==> src/rtl/regfile_pkg.sv <==
// Shared defaults for the multiport register file and its busy scoreboard.
package regfile_pkg;

  localparam int DATA_W_DEF = 32;
  localparam int ADDR_W_DEF = 5;
  localparam int NUM_RD_DEF = 2;

  function automatic int depth_of(input int addr_w);
    return 1 << addr_w;
  endfunction

endpackage

==> src/rtl/regfile_scoreboard.sv <==
// Per-register busy flags: a new producer sets, write-back clears, set beats clear.
module regfile_scoreboard
  import regfile_pkg::*;
#(
  parameter int ADDR_W   = ADDR_W_DEF,
  parameter int NUM_RD   = NUM_RD_DEF,
  parameter int ZERO_REG = 1
) (
  input  logic                     clk,
  input  logic                     rst_n,
  input  logic [NUM_RD*ADDR_W-1:0] adr,
  input  logic [ADDR_W-1:0]        awr,
  input  logic                     wr_en,
  input  logic                     set_busy,
  input  logic [ADDR_W-1:0]        adr_busy,
  output logic [NUM_RD-1:0]        busy
);

  localparam int DEPTH    = depth_of(ADDR_W);
  localparam bit HAS_ZERO = (ZERO_REG != 0);

  logic [DEPTH-1:0] busy_q;
  logic [DEPTH-1:0] busy_d;

  // Register 0 never has a producer when it is hard-wired to zero.
  always_comb begin
    busy_d = busy_q;
    for (int r = 0; r < DEPTH; r++) begin
      if (HAS_ZERO && r == 0) begin
        busy_d[r] = 1'b0;
      end else if (set_busy && adr_busy == ADDR_W'(r)) begin
        busy_d[r] = 1'b1;
      end else if (wr_en && awr == ADDR_W'(r)) begin
        busy_d[r] = 1'b0;
      end
    end
  end

  always_ff @(posedge clk or negedge rst_n) begin
    if (!rst_n) begin
      busy_q <= '0;
    end else begin
      busy_q <= busy_d;
    end
  end

  // A write retiring this cycle releases the operand: the bypass supplies it.
  for (genvar k = 0; k < NUM_RD; k++) begin : g_lookup
    logic [ADDR_W-1:0] rd_adr;
    assign rd_adr  = adr[k*ADDR_W +: ADDR_W];
    assign busy[k] = busy_q[rd_adr] & ~(wr_en && awr == rd_adr);
  end

endmodule

==> src/rtl/regfile_multiport.sv <==
// Register array with NUM_RD registered read ports, write-to-read bypass and busy scoreboard.
module regfile_multiport
  import regfile_pkg::*;
#(
  parameter int DATA_W   = DATA_W_DEF,
  parameter int ADDR_W   = ADDR_W_DEF,
  parameter int NUM_RD   = NUM_RD_DEF,
  parameter int ZERO_REG = 1
) (
  input  logic                     Clk,
  input  logic                     Rst_n,
  input  logic [NUM_RD*ADDR_W-1:0] Adr,
  output logic [NUM_RD*DATA_W-1:0] Dout,
  output logic [NUM_RD-1:0]        Busy,
  input  logic [ADDR_W-1:0]        Awr,
  input  logic [DATA_W-1:0]        Din,
  input  logic                     WrEn,
  input  logic                     SetBusy,
  input  logic [ADDR_W-1:0]        AdrBusy
);

  localparam int DEPTH    = depth_of(ADDR_W);
  localparam bit HAS_ZERO = (ZERO_REG != 0);

  logic [DATA_W-1:0] mem [DEPTH];
  logic              wr_ok;

  assign wr_ok = WrEn && !(HAS_ZERO && Awr == '0);

  always_ff @(posedge Clk or negedge Rst_n) begin
    if (!Rst_n) begin
      for (int r = 0; r < DEPTH; r++) begin
        mem[r] <= '0;
      end
    end else if (wr_ok) begin
      mem[Awr] <= Din;
    end
  end

  // Zero register first, then same-cycle bypass, then the stored value.
  for (genvar k = 0; k < NUM_RD; k++) begin : g_rd
    logic [ADDR_W-1:0] rd_adr;
    logic [DATA_W-1:0] rd_q;

    assign rd_adr = Adr[k*ADDR_W +: ADDR_W];

    always_ff @(posedge Clk or negedge Rst_n) begin
      if (!Rst_n) begin
        rd_q <= '0;
      end else if (HAS_ZERO && rd_adr == '0) begin
        rd_q <= '0;
      end else if (WrEn && Awr == rd_adr) begin
        rd_q <= Din;
      end else begin
        rd_q <= mem[rd_adr];
      end
    end

    assign Dout[k*DATA_W +: DATA_W] = rd_q;
  end

  regfile_scoreboard #(
    .ADDR_W  (ADDR_W),
    .NUM_RD  (NUM_RD),
    .ZERO_REG(ZERO_REG)
  ) u_scoreboard (
    .clk     (Clk),
    .rst_n   (Rst_n),
    .adr     (Adr),
    .awr     (Awr),
    .wr_en   (WrEn),
    .set_busy(SetBusy),
    .adr_busy(AdrBusy),
    .busy    (Busy)
  );

endmodule

==> config.mk <==
export PLATFORM = sky130hd
export DESIGN_NAME = regfile_multiport
export DESIGN_NICKNAME = d
export VERILOG_FILES = /design/src/rtl/regfile_pkg.sv /design/src/rtl/regfile_scoreboard.sv /design/src/rtl/regfile_multiport.sv
export SDC_FILE = /design/constraint.sdc
export NUM_CORES = 2
export LEC_CHECK = 0
export CAP_MARGIN = 20
export CORE_MARGIN = 4
export CORE_UTILIZATION = 35
export DETAILED_ROUTE_END_ITERATION = 10
export PLACE_DENSITY = 0.54
export SLEW_MARGIN = 10
export SYNTH_ARGS = -nofsm -noshare
export SYNTH_HDL_FRONTEND = slang
export SYNTH_SLANG_ARGS = --single-unit
==> constraint.sdc <==
create_clock -name Clk -period 2.35 [get_ports Clk]
set_input_delay 0.235 -clock Clk [delete_from_list [all_inputs] [get_ports Clk]]
set_output_delay 0.235 -clock Clk [all_outputs]
set_load 0.02 [all_outputs]
# Word level (Yosys, flattened, before mapping)
# Index checks and enable logic that the tools add are counted.
[word_totals]
regBits = 1119
elab_cells = 322
inputBits = 56
output_inout_bits = 66
[classes]
reduce_logical = 101
n_eq_ne = 64
magnitude_cmp = 6
mux = 79
bitwise = 7
[op_table]
columns = ["operator", "count"]
rows = [
  ["1024-bit bitwise mux", 1],
  ["32-bit binary-select mux with 5-bit select", 2],
  ["32-bit 2-to-1 mux", 9],
  ["32-bit demux with 5-bit select", 1],
  ["5-bit equality test, second input constant", 32],
  ["5-bit by 4-bit equality test with 1-bit output, second input constant", 16],
  ["1-bit logical AND", 66],
  ["1-bit 2-to-1 mux", 64],
  ["2-bit nonzero test", 31],
  ["5-bit by 3-bit equality test with 1-bit output, second input constant", 8],
  ["5-bit by 2-bit equality test with 1-bit output, second input constant", 4],
  ["6-bit greater-or-equal comparator, second input constant", 3],
  ["5-bit inverter with 6-bit output", 3],
  ["5-bit zero test", 3],
  ["5-bit by 6-bit < comparator with 1-bit output, second input constant", 2],
  ["1-bit binary-select mux with 5-bit select", 2],
  ["5-bit by 1-bit equality test with 1-bit output, second input constant", 2],
  ["5-bit equality test", 2],
  ["6-bit by 1-bit < comparator with 1-bit output, second input constant", 1],
  ["1-bit bitwise AND", 2],
  ["1-bit inverter", 2],
  ["1-bit zero test", 1],
]

# Logic depth before layout (Yosys ltp)
[depth]
word_depth = 6
mapped_depth = 10

# By module
# From an unflattened synthesis, not the netlist that was laid out.
[hier_totals]
cells_unflattened = 4153
area_unflattened_um2 = 59274.3
[by_module_without_submodules]
columns = ["mod", "cells_per_inst", "area_per_inst_um2", "n_inst"]
rows = [
  ["regfile_multiport", 3953, 57263.7, 1],
  ["regfile_scoreboard", 200, 2010.7, 1],
]

# Worst setup path before layout
# No wires, ideal clock.
[synth_timing]
kind = "input -> output"
start = "in Adr[0]"
end = "out Busy[0]"
path_slack_ps = 289
path_stages = 7
required_time_ps = 2115
arrival_time_ps = 1826
cell_sequence = "buf_4 buf_6 buf_6 mux4_2 mux4_2 nand3_1 nand2_1"
[synth_via]
elab_chain_cells = 4
elab_cells_between_ends = 6
cone_classes = "eq/ne: 1; mux: 2; bitwise: 2; reduce/logical: 1"
[synth_rtl]
columns = ["item", "line_no", "source"]
rows = [
  ["start: declaration", "regfile_multiport.sv:12", "input logic [NUM_RD*ADDR_W-1:0] Adr,"],
  ["parallel branches: the longest is 3 deep, another holds 1-bit binary-select mux with 5-bit select", "-", ""],
  ["1-bit bitwise AND (*)", "regfile_scoreboard.sv:51", "assign busy[k] = busy_q[rd_adr] & ~(wr_en && awr == rd_adr);"],
  ["end: declaration", "regfile_multiport.sv:14", "output logic [NUM_RD-1:0] Busy,"],
]
# Mark *: on every way between the ends. The select of a mux whose other input is x is not followed.

# Final worst setup path
[layout_timing]
start = "reg u_scoreboard.busy_q[10]"
end = "out Busy[1]"
[layout_via]
elab_chain_cells = 3
[layout_rtl]
columns = ["item", "line_no", "source"]
rows = [
  ["start: declaration", "regfile_scoreboard.sv:22", "logic [DEPTH-1:0] busy_q;"],
  ["start signal: assignment", "regfile_scoreboard.sv:43", "busy_q <= busy_d;"],
  ["1-bit binary-select mux with 5-bit select", "regfile_scoreboard.sv:51", ""],
  ["1-bit 2-to-1 mux (implied by the code)", "regfile_scoreboard.sv:51", ""],
  ["1-bit bitwise AND", "regfile_scoreboard.sv:51", ""],
]
# No other way between the ends. The select of a mux whose other input is x is not followed.

==> flow_metrics.py <==
metrics = {
    "detailed_routing": {
        "vias_per_cell": 5.91,
        "first_pass_iters": 5,
        "totalWireLength_um": 203000,
        "drtIter0Drc": 2854,
        "via_count": 37500,
        "drc": 0,
        "final_antenna_net_count": 0,
        "routedWlPerCell_um": 32.1,
    },
    "sta": {
        "hold_viol_final": 0,
        "setup_violations": 2,
        "setup_ws_ns": -0.439,
        "finalCritPeriodShare_pct": 119,
        "fmax_mhz": 358,
        "drv_slew": 0,
        "min_period_ns": 2.79,
        "finalClockSkew_ns": 0.0319,
        "relSlewSlack_pct": 32.6,
        "tns_ns": -0.751,
        "rsz0062_at_grt": "true",
        "max_slew.worst_pin.slew_ns": 1.01,
    },
    "logic_synthesis": {
        "synth_top_area_share_pct": 48.3,
        "yosys.area_share.simple_pct": 1.71,
        "ys_types": 58,
        "yosys_most_used_dff": "dfrtp_1",
        "synth-compound-area-share_pct": 4.72,
        "ys_warn_count": 0,
        "ys_seq_elements": 1119,
        "ys_seq_area_share_pct": 48.3,
        "synth_xor_area_share_pct": 0.151,
        "synth_top_family_by_area": "multiplexers",
        "syn-mean-instance-area_um2": 15.2,
        "ys_async_sr_fraction_pct": 100,
        "synth_edf_count": 0,
        "synthAdderAreaFrac_pct": 0,
        "synthesis.instances": 3805,
        "synth_mux_area_share_pct": 41.6,
        "syn-cell-area_um2": 58000,
        "yosysTopAreaCell": "dfrtp_1",
        "ys_top_cells_by_area": "dfrtp_1 (48%), mux4_2 (19%), mux2_2 (19%)",
        "synth_nets": 3861,
    },
    "clock_network": {
        "cts.sinks": 1119,
        "cts_buffers": 120,
        "cts_setup_buffers": 0,
        "cts_tree": "done",
        "cts.htree.levels": 3,
        "path_clk_slew_ns": 0.06,
        "ctsLongestPathBuffers": 3,
        "clockRootBuffer": "clkbuf_16",
        "clock_latency_ns": 0.76,
    },
    "worst_setup_path": {
        "cp.depth": 5,
        "arrival_ns": 2.55,
        "cp_num_buf_inv": 1,
        "crit_top_cell": "mux4_2",
        "reg2reg_slack_ns": 0.51,
        "worstSetupPathType": "reg -> out",
        "critPathMaxStageDelay_ns": 0.51,
        "critPathCaptureType": "output port",
        "path_cells": "mux4_2, mux4_2, mux2i_4, a21oi_2, buf_4",
        "ff2ff_path_depth": 4,
        "startpoint_type": "flop",
        "cpMaxStageDelayCell": "mux4_2",
        "critPathTopFamily": "multiplexers",
        "cp_max_fo": 3,
        "required_ns": 2.12,
    },
    "grt": {
        "grt_util_met1_pct": 32.2,
        "gr-total-overflow": 0,
        "grt_pass1_vias": 39200,
        "grt_pass1_wl_um": 295000,
        "antenna_found_initial": 1,
        "grt_start_max_net_pins": 93,
        "grt_busiest_layer": "met2",
        "use_met2_pct": 37.9,
        "grt.total_usage_pct": 23.4,
        "grtUsageMet3_pct": 3.92,
    },
    "layout": {
        "n_fill_cell": 15000,
        "instances_no_fill": 6334,
        "multiInputGateArea_um2": 28300,
        "seqCellArea_um2": 28000,
        "drive_gt1_share_pct": 52.8,
        "fin_nets": 4096,
        "most-common-layout-cells": "dfrtp_1 (1119), mux2_2 (963), mux4_2 (487)",
        "area_growth_pct": 20.1,
        "fin_util_pct": 42.3,
        "final_common_cell": "dfrtp_1",
    },
    "floorplanning": {
        "rows": 149,
        "ioPinCount": 122,
        "dieWidth_um": 415,
        "initial_utilization_pct": 35.2,
        "fp.dieH_um": 415,
        "design.die.area_um2": 172000,
        "core_area_um2": 165000,
    },
    "power_and_ir_drop": {
        "powerDensity_nw_per_um2": 836,
        "p_leak_uw": 0.0301,
        "ir_drop_uv": 636,
        "p_total_uw": 58200,
    },
    "placement": {
        "dp.cells": 6106,
        "place.detailed.hpwl_um": 133000,
        "numPortBuffers": 121,
        "place_ws_ns": -0.221,
        "place.gp.congestion": 0.843,
    },
    "run_status": {
        "violations": "negative setup slack",
        "run_status": "finished with violations",
    },
    "min_path": {
        "hp-class": "in -> async",
    },
    "job": {
        "drv_cap": 0,
    },
}
==> per-layer routing <==
metal / vias to the layer above / part of all wire [%]
met4: 0 / 3.4
met5: - / 0
met3: 323 / 5.5
met2: 1238 / 48
li1: 15300 / -
met1: 20600 / 43
==> metrics by stage <==
step | hold slack (ns) | area [µm²]
after floorplan | -0.0606 | 58000
after global placement | 0.230 | 65300
after detailed placement | 0.228 | 65300
after CTS | 0.00685 | 69700
after global routing | 0.0173 | 69700
final | 0.0452 | 69700
==> state kept, by name (all words and copies together) (netlist names) <==
name / count
u_scoreboard.busy_q: 31
g_rd.rd_q: 64
mem: 1024
==> cell families (layout without fill, tap and decap cells) <==
group,after synthesis,in the layout
other,0,1
flip-flops,1119,1119
multiplexers,1668,1668
XOR/XNOR,10,10
buffers and inverters,448,787
AND/OR/NAND/NOR,198,198
AO/OA/AOI/OAI,362,362
==> cell usage after synthesis (10+ instances only) <==
library cell and instances:
a21oi_1 23, a221o_1 11, a22o_1 30, a22oi_1 101
a32o_1 32, buf_1 43, buf_2 137, buf_4 18
buf_6 17, clkbuf_1 218, dfrtp_1 1119, inv_1 15
mux2_2 963, mux2_4 29, mux2i_1 189, mux4_2 487
nand2_1 53, nand2b_1 10, nand3_1 18, nor2_1 59
nor2b_1 11, o21ai_0 24, o22ai_1 75
==> final cells by class <==
cell class / count / area share (%)
multi-input combinational: 2238 / 40.6
inverter: 15 / 0.0808
clock buffer: 173 / 5.11
sequential: 1119 / 40.2
antenna: 1 / 0.00359
clock inverter: 53 / 1.05
timing repair buffer: 546 / 8.99
tap: 2189 / 3.93
==> path summary, 6_finish.rpt <==
| check | start | endpoint |
|---|---|---|
| setup / recovery | u_scoreboard.busy_q[10] | Busy[1] |
| hold / removal | Rst_n | mem[392] |
| setup reg to reg | mem[681] | g_rd[1].rd_q[9] |
| hold reg to reg | mem[1020] | mem[1020] |
| max in group asynchronous | Rst_n | g_rd[1].rd_q[27] |
| min in group Clk | Adr[3] | g_rd[0].rd_q[29] |
==> where the power goes <==
part	switching [µW]	internal, µW	leakage [µW]
Combinational	4690	7180	0.0137
Sequential	2720	22900	0.0143
Clock	8360	12300	0.00213
==> repair_timing <==
action / 4_1_cts / 5_1_grt
hold endpoints to repair: 641 / 0
pin swaps: 1 / 0
gates cloned: 0 / 0
endpoints found under the setup margin: 2 / 2
hold buffers: 1 / 0
resized for setup: 14 / 0
No activity file was read; power rests on OpenSTA's default activity.
